`src/rtl/status_snap_pkg.sv`:
```
// status_snap_pkg: shared types, field positions and helpers for
// the status snapshot word (state enum, default widths, Gray encode).
package status_snap_pkg;

  localparam int SYNC_W_DEF = 15;
  localparam int EVT_W_DEF  = 16;

  localparam int SAT_BIT  = 31;
  localparam int SYNC_LSB = 16;
  localparam int EVT_LSB  = 0;

  typedef enum logic {
    IDLE = 1'b0,
    RUN  = 1'b1
  } state_t;

  function automatic logic [31:0] bin2gray(input logic [31:0] b);
    return b ^ (b >> 1);
  endfunction

endpackage

```
`src/rtl/rise_edge_det.sv`:
```
// rise_edge_det: registered rising-edge detector.
// Ports: clk, rst_n (async low), d (level in), rise (1-cycle pulse).
module rise_edge_det (
  input  logic clk,
  input  logic rst_n,
  input  logic d,
  output logic rise
);

  logic prev;

  always_ff @(posedge clk or negedge rst_n) begin
    if (!rst_n) begin
      prev <= 1'b0;
      rise <= 1'b0;
    end else begin
      prev <= d;
      rise <= d & ~prev;
    end
  end

endmodule

```
`src/rtl/status_snapshot_word.sv`:
```
// status_snapshot_word: once-per-sync-period snapshot of sync and
// event counts as a coherent 32-bit status word for software readout.
// Ports: user_clk, user_rst_n (async low), sync_in, event_in, clr_in,
//   user_data_out {sat, sync count, event count}, snap_stb (update pulse).
// Build option: STATUS_SNAP_GRAY_EN puts the sync field in Gray code.
module status_snapshot_word
  import status_snap_pkg::*;
#(
  parameter int SYNC_W = SYNC_W_DEF,
  parameter int EVT_W  = EVT_W_DEF
) (
  input  logic        user_clk,
  input  logic        user_rst_n,
  input  logic        sync_in,
  input  logic        event_in,
  input  logic        clr_in,
  output logic [31:0] user_data_out,
  output logic        snap_stb
);

  if (SYNC_W + EVT_W + 1 != 32) begin : g_bad_width
    $error("SYNC_W + EVT_W + 1 must equal 32");
  end

  logic sync_rise;
  logic clr_rise;

  rise_edge_det u_sync_det (
    .clk   (user_clk),
    .rst_n (user_rst_n),
    .d     (sync_in),
    .rise  (sync_rise)
  );

  rise_edge_det u_clr_det (
    .clk   (user_clk),
    .rst_n (user_rst_n),
    .d     (clr_in),
    .rise  (clr_rise)
  );

  state_t state;
  state_t state_nx;

  logic [EVT_W-1:0]  evt_cnt;
  logic [EVT_W-1:0]  evt_cnt_nx;
  logic              sat;
  logic              sat_nx;
  logic [SYNC_W-1:0] sync_cnt;
  logic [SYNC_W-1:0] sync_cnt_nx;
  logic [31:0]       word_nx;
  logic              stb_nx;

  logic              run;
  logic              evt_full;
  logic [EVT_W-1:0]  evt_sum;
  logic [EVT_W-1:0]  evt_tot;
  logic [EVT_W-1:0]  evt_snap;
  logic              sat_tot;
  logic              sat_snap;
  logic [SYNC_W-1:0] sync_nx;
  logic [SYNC_W-1:0] sync_enc;

  assign run      = (state == RUN);
  assign evt_full = &evt_cnt;
  assign evt_sum  = evt_full ? evt_cnt : evt_cnt + EVT_W'(1);

  // An event on the edge cycle belongs to the period being closed.
  assign evt_tot  = event_in ? evt_sum : evt_cnt;
  assign sat_tot  = sat | (event_in & evt_full);
  assign evt_snap = run ? evt_tot : '0;
  assign sat_snap = run & sat_tot;

  assign sync_nx = run ? sync_cnt + SYNC_W'(1) : SYNC_W'(1);

`ifdef STATUS_SNAP_GRAY_EN
  assign sync_enc = SYNC_W'(bin2gray(32'(sync_nx)));
`else
  assign sync_enc = sync_nx;
`endif

  always_ff @(posedge user_clk or negedge user_rst_n) begin
    if (!user_rst_n) begin
      state <= IDLE;
    end else begin
      state <= state_nx;
    end
  end

  always_comb begin
    state_nx = state;
    if (clr_rise) begin
      state_nx = IDLE;
    end else if (sync_rise) begin
      state_nx = RUN;
    end
  end

  // Clear outranks a coincident sync edge.
  always_comb begin
    evt_cnt_nx  = evt_cnt;
    sat_nx      = sat;
    sync_cnt_nx = sync_cnt;
    word_nx     = user_data_out;
    stb_nx      = 1'b0;
    priority case (1'b1)
      clr_rise: begin
        evt_cnt_nx  = '0;
        sat_nx      = 1'b0;
        sync_cnt_nx = '0;
        word_nx     = '0;
      end
      sync_rise: begin
        evt_cnt_nx  = '0;
        sat_nx      = 1'b0;
        sync_cnt_nx = sync_nx;
        word_nx     = {sat_snap, sync_enc, evt_snap};
        stb_nx      = 1'b1;
      end
      default: begin
        if (run && event_in) begin
          evt_cnt_nx = evt_sum;
          sat_nx     = sat | evt_full;
        end
      end
    endcase
  end

  always_ff @(posedge user_clk or negedge user_rst_n) begin
    if (!user_rst_n) begin
      evt_cnt       <= '0;
      sat           <= 1'b0;
      sync_cnt      <= '0;
      user_data_out <= '0;
      snap_stb      <= 1'b0;
    end else begin
      evt_cnt       <= evt_cnt_nx;
      sat           <= sat_nx;
      sync_cnt      <= sync_cnt_nx;
      user_data_out <= word_nx;
      snap_stb      <= stb_nx;
    end
  end

endmodule

```
`config.mk`:
```
export PLATFORM = sky130hd
export DESIGN_NAME = status_snapshot_word
export DESIGN_NICKNAME = d
export VERILOG_FILES = /design/src/rtl/status_snap_pkg.sv /design/src/rtl/rise_edge_det.sv /design/src/rtl/status_snapshot_word.sv
export SDC_FILE = /design/constraint.sdc
export NUM_CORES = 1
export LEC_CHECK = 0
export BUFFER_PORTS_ARGS = -buffer_cell sky130_fd_sc_hd__buf_2
export CAP_MARGIN = 15
export CORE_MARGIN = 3
export CORE_UTILIZATION = 40
export DETAILED_ROUTE_END_ITERATION = 12
export PLACE_DENSITY = 0.61
export REMOVE_ABC_BUFFERS = 1
export SYNTH_ARGS = -nofsm -noshare
export SYNTH_HDL_FRONTEND = slang
export SYNTH_SLANG_ARGS = --single-unit
```
`constraint.sdc`:
```
create_clock -name user_clk -period 4.23 [get_ports user_clk]
set_input_delay 0.2115 -clock user_clk [delete_from_list [all_inputs] [get_ports user_clk]]
set_output_delay 0.2115 -clock user_clk [all_outputs]
set_load 0.02 [all_outputs]
```
# After elaboration in Yosys (flattened, before gate mapping)
# Index checks and enable logic that the tools add are counted.
dict set report classes {
  mux 18
  bitwise 8
  addsub 2
  n_reduce_logical 4
}
# operator count
set ops {}
lappend ops {{two-way mux 16 bit} 6}
lappend ops {{two-way mux 32 bit} 2}
lappend ops {{two-way mux 15 bit} 3}
lappend ops {{adder 16 x 1 -> 16 bit, second input constant} 1}
lappend ops {{AND reduction 16 bit} 1}
lappend ops {{adder 15 x 1 -> 15 bit, second input constant} 1}
lappend ops {{two-way mux 1 bit} 7}
lappend ops {{AND 1 bit} 4}
lappend ops {{nonzero test 3 bit} 1}
lappend ops {{NOT 1 bit} 2}
lappend ops {{OR 1 bit} 2}
lappend ops {{nonzero test 2 bit} 1}
lappend ops {{logical AND 1 bit} 1}
dict set report word_totals {
  in_bits 5
  regBits 70
  elab_cells 42
  out_inout_bits 33
}

# Longest topological paths before layout
dict set report depth {
  ltp_word 6
  depth_mapped 6
  depth_no_buf 5
}

# Modules after synthesis
# A second synthesis with hierarchy kept.
dict set report unflattened {
  hier_cells 343
  area_unflattened_um2 3163.0
}
# module area_each_um2 cells_per_inst seq_area_each_um2 n_inst
set modules_own_cells {}
lappend modules_own_cells {status_snapshot_word 3035.4 337 1276.2 1}
lappend modules_own_cells {rise_edge_det 63.8 3 50.0 2}

# Least setup slack after synthesis
# Ideal clock, no wire load.
dict set report synth_path {
  path_kind {register -> register}
  from {register evt_cnt[1]}
  to {register user_data_out[5]}
  setup_ns 0.126
  path_slack_ns 2.126
  n_path_buf 1
  stages_incl_launch_ff 7
  t_required_ns 4.104
  arrival_time_ns 1.978
  period_less_slack_ns 2.104
  cell_sequence {dfrtp_1 > ha_1 > nand4_2 > or4_1 > buf_2 > and3_1 > a221o_1}
}
dict set report synth_via {
  elab_chain_len 6
  elab_cells_between_ends 7
  cone_classes {add/sub (1); mux (5); reduce/logical (1)}
}
# item line_no
set synth_rtl {}
lappend synth_rtl {{start: declaration} status_snapshot_word.sv:45} ;# logic [EVT_W-1:0] evt_cnt;
lappend synth_rtl {{start signal: assignment} status_snapshot_word.sv:137} ;# evt_cnt <= evt_cnt_nx;
lappend synth_rtl {{adder 16 x 1 -> 16 bit or AND reduction 16 bit (tied branches)} {status_snapshot_word.sv:66, status_snapshot_word.sv:65}}
lappend synth_rtl {{two-way mux 16 bit *} status_snapshot_word.sv:66} ;# assign evt_sum = evt_full ? evt_cnt : evt_cnt + EVT_W'(1);
lappend synth_rtl {{two-way mux 16 bit *} status_snapshot_word.sv:69} ;# assign evt_tot = event_in ? evt_sum : evt_cnt;
lappend synth_rtl {{two-way mux 16 bit *} status_snapshot_word.sv:71} ;# assign evt_snap = run ? evt_tot : '0;
lappend synth_rtl {{two-way mux 32 bit * (2 in series)} status_snapshot_word.sv:106} ;# priority case (1'b1)
lappend synth_rtl {{end signal: assignment} status_snapshot_word.sv:140} ;# user_data_out <= word_nx;
lappend synth_rtl {{end: declaration} status_snapshot_word.sv:17} ;# output logic [31:0] user_data_out,
# Mark *: on every way between the ends. The rest lies on a longest branch, timed or not. The select of a mux whose other input is x is not followed.
# A chain may end at the register's enable or synchronous reset.

# Worst setup path after layout
dict set report layout_path {
  from {register evt_cnt[0]}
  to {register user_data_out[5]}
}
# Same word-level chain as after synthesis.

==> results_dict.tcl <==
set metrics [dict create \
    run_status "finished clean" \
    setup-violations-final 0 \
    synthTopCellsByArea "dfrtp_1, nand2_1, o21ai_0" \
    drt-wirelength-per-cell_um 16.5 \
    synth-compound-area-share_pct 19.1 \
    final_net_count 357 \
    clockRootBuffer "clkbuf_8" \
    clock_skew_ps 12.9 \
    die_y_um 93.2 \
    yosys.area_share.simple_pct 26.9 \
    syn_to_final_growth_pct 9.97 \
    ys_ff_latch 55 \
    syn_avg_cell_area_um2 9.32 \
    r2r_end "user_data_out[5]" \
    hold_path_class "primary input to async pin" \
    hold_buffers 1 \
    clock_latency_ps 320 \
    path_max_fanout 10 \
    cts_tree "built" \
    postCtsResizedCells 0 \
    fmax_mhz 415 \
    synthFlopType "dfrtp_1" \
    worstPathRequired_ps 4440 \
    clockBufferDepth 2 \
    cp-start-kind "flip-flop" \
    ys_warn_count 0 \
    io_pins 38 \
    p_per_area_mw_per_mm2 278 \
    synth_xor_area_share_pct 0.288 \
    setup-tns-final_ps 0 \
    drt-initial-drc-count 122 \
    ys_seq_area_share_pct 45.3 \
    synth_cell_types 47 \
    grt_pass1_vias 2502 \
    overflow 0 \
    viasPerCell 5.85 \
    synth_top_area_cell "dfrtp_1" \
    gp_congestion 0.827 \
    antenna_found_initial 0 \
    cts_buffers 5 \
    maxSlewViolCount 0 \
    seq_area_mm2 0.00138 \
    num_rows 31 \
    die_area_mm2 0.00868 \
    drc 0 \
    clkSinkCount 55 \
    syn_area_mm2 0.00304 \
    vias 2631 \
    finish.instance_area_mm2 0.00334 \
    hold_violations 0 \
    grt_util_all_layers_pct 18.0 \
    antenna_cells 0 \
    ant_nets 0 \
    drive_above_1_share_pct 18.5 \
    clk_pin_slew_worst_paths_ps 110 \
    grt_pass1_wl_um 12500 \
    end_kind "flip-flop" \
    cp.arrival_ps 2620 \
    synth_fa_ha_area_share_pct 0.824 \
    r2r_setup_slack_ps 1820 \
    slew_headroom_pct 39.6 \
    synthCells 326 \
    synthMuxAreaShare_pct 1.98 \
    fp.dieW_um 93.2 \
    finalCritPeriodShare_pct 56.9 \
    p_leak_nw 1.45 \
    reg2reg_depth 5 \
    grt_max_degree 56 \
    groute.layer.met1.usage_pct 24.9 \
    period_minus_slack_ps 2410 \
    irDropWorstVdd_uv 107 \
    post-dp-hpwl_um 5020 \
    rsz0062_at_grt "no" \
    async_reset_ff_share_pct 100 \
    synth.most_common_cell "dfrtp_1" \
    maxCapViolations 0 \
    fillCellCount 753 \
    firstDrtPassIters 4 \
    synth_top_family_by_area "simple AND/OR/NAND/NOR gates" \
    htree_num_levels 2 \
    synth_edf_count 0 \
    path_class "flip-flop to flip-flop" \
    r2r-start "evt_cnt[0]" \
    multiInputGateArea_mm2 0.00150 \
    synth_common_cells "dfrtp_1, nand2_1, o21ai_0" \
    synth_top_area_share_pct 45.3 \
    core_area_mm2 0.00729 \
    grtUsageMet2_pct 28.9 \
    io_buffers 37 \
    place_area_mm2 0.00323 \
    top_usage_layer "met2" \
    met3_usage_pct 2.82 \
    drt-total-wl_um 7430 \
    cts_setup_buffers 0 \
    initial_core_util_pct 41.7 \
    worst_slew_pin_slew_ps 906 \
]
-- registers in the layout, summed over array words and instances, names as in the netlist --
register / flops
u_clr_det.rise: 1
user_data_out: 32
u_sync_det.rise: 1
snap_stb: 1
evt_cnt: 16
u_sync_det.prev: 1
sat: 1
run: 1
u_clr_det.prev: 1
-- cells in the final DEF, fill, tap and decap left out, drive strengths merged, types with 5 or more instances in the layout --
cell	instances
o211ai	7
a21oi	20
or3	10
nor4	8
and3	5
mux2i	6
dfrtp	55
clkbuf	5
and2	7
o311ai	9
nor2	17
buf	41
nand2	38
o31ai	7
nand4	18
o21ai	21
inv	7
or4	11
nand3	20
-- worst max-delay path by stage --
stage / start / cells past startpoint / endpoint / slack [ps]
global route: evt_cnt[0] / 5 / user_data_out[5] / 1700
finish: evt_cnt[0] / 5 / user_data_out[5] / 1820
CTS: evt_cnt[0] / 5 / user_data_out[5] / 1850
detailed placement: evt_cnt[0] / 5 / user_data_out[5] / 1870
global placement: evt_cnt[0] / 5 / user_data_out[5] / 1980
floorplan: evt_cnt[0] / 5 / evt_cnt[13] / 1930
-- per-stage QoR --
stage / utilization (%) / hold WS (ps) / power [mW] / instances / worst slack [ps]
floorplan: - / -84.1 / 0.593 / 300 / 1930
global placement: 44.3 / 332 / 0.630 / 440 / 1980
detailed placement: 44.3 / 334 / 0.632 / 440 / 1870
CTS: 45.7 / 1.40 / 0.941 / 449 / 1850
global route: 45.8 / 60.8 / 0.974 / 450 / 1700
finish: 45.8 / 8.97 / 0.930 / 450 / 1820
-- cell type report --
type,instances,share of cell area [%]
well taps,99,3.71
multi-input cells,240,44.8
clock buffers,5,2.06
flip-flops and latches,55,41.2
inverters,5,0.562
repair buffers,43,7.04
clock inverters,3,0.674
-- where the power goes --
part | internal, mW | switching [mW] | total [mW]
registers | 0.534 | 0.0118 | 0.546
clock network | 0.120 | 0.189 | 0.309
logic | 0.0210 | 0.0547 | 0.0757
-- critical path, cell delays in order (launching register included) --
cell     delay [ps]
dfrtp_1         550
ha_1            330
nand4_2         220
or4_1           690
and3_1          230
a221o_1         290
-- kinds of logic (layout without fill, tap and decap cells) --
kind of cell	Yosys count	count (layout)
simple gates	146	146
buf+inv	31	56
xor+xnor	1	1
mux	6	6
compound gates	85	85
fa+ha+maj	2	2
flops	55	55
-- layer usage --
metal  part of all wire (%)  up-vias
li1                       -     1288
met1                     46     1273
met2                     48       61
met4                    1.5        0
met5                      0        -
met3                    4.3        9
No activity file was read; power rests on OpenSTA's default activity.
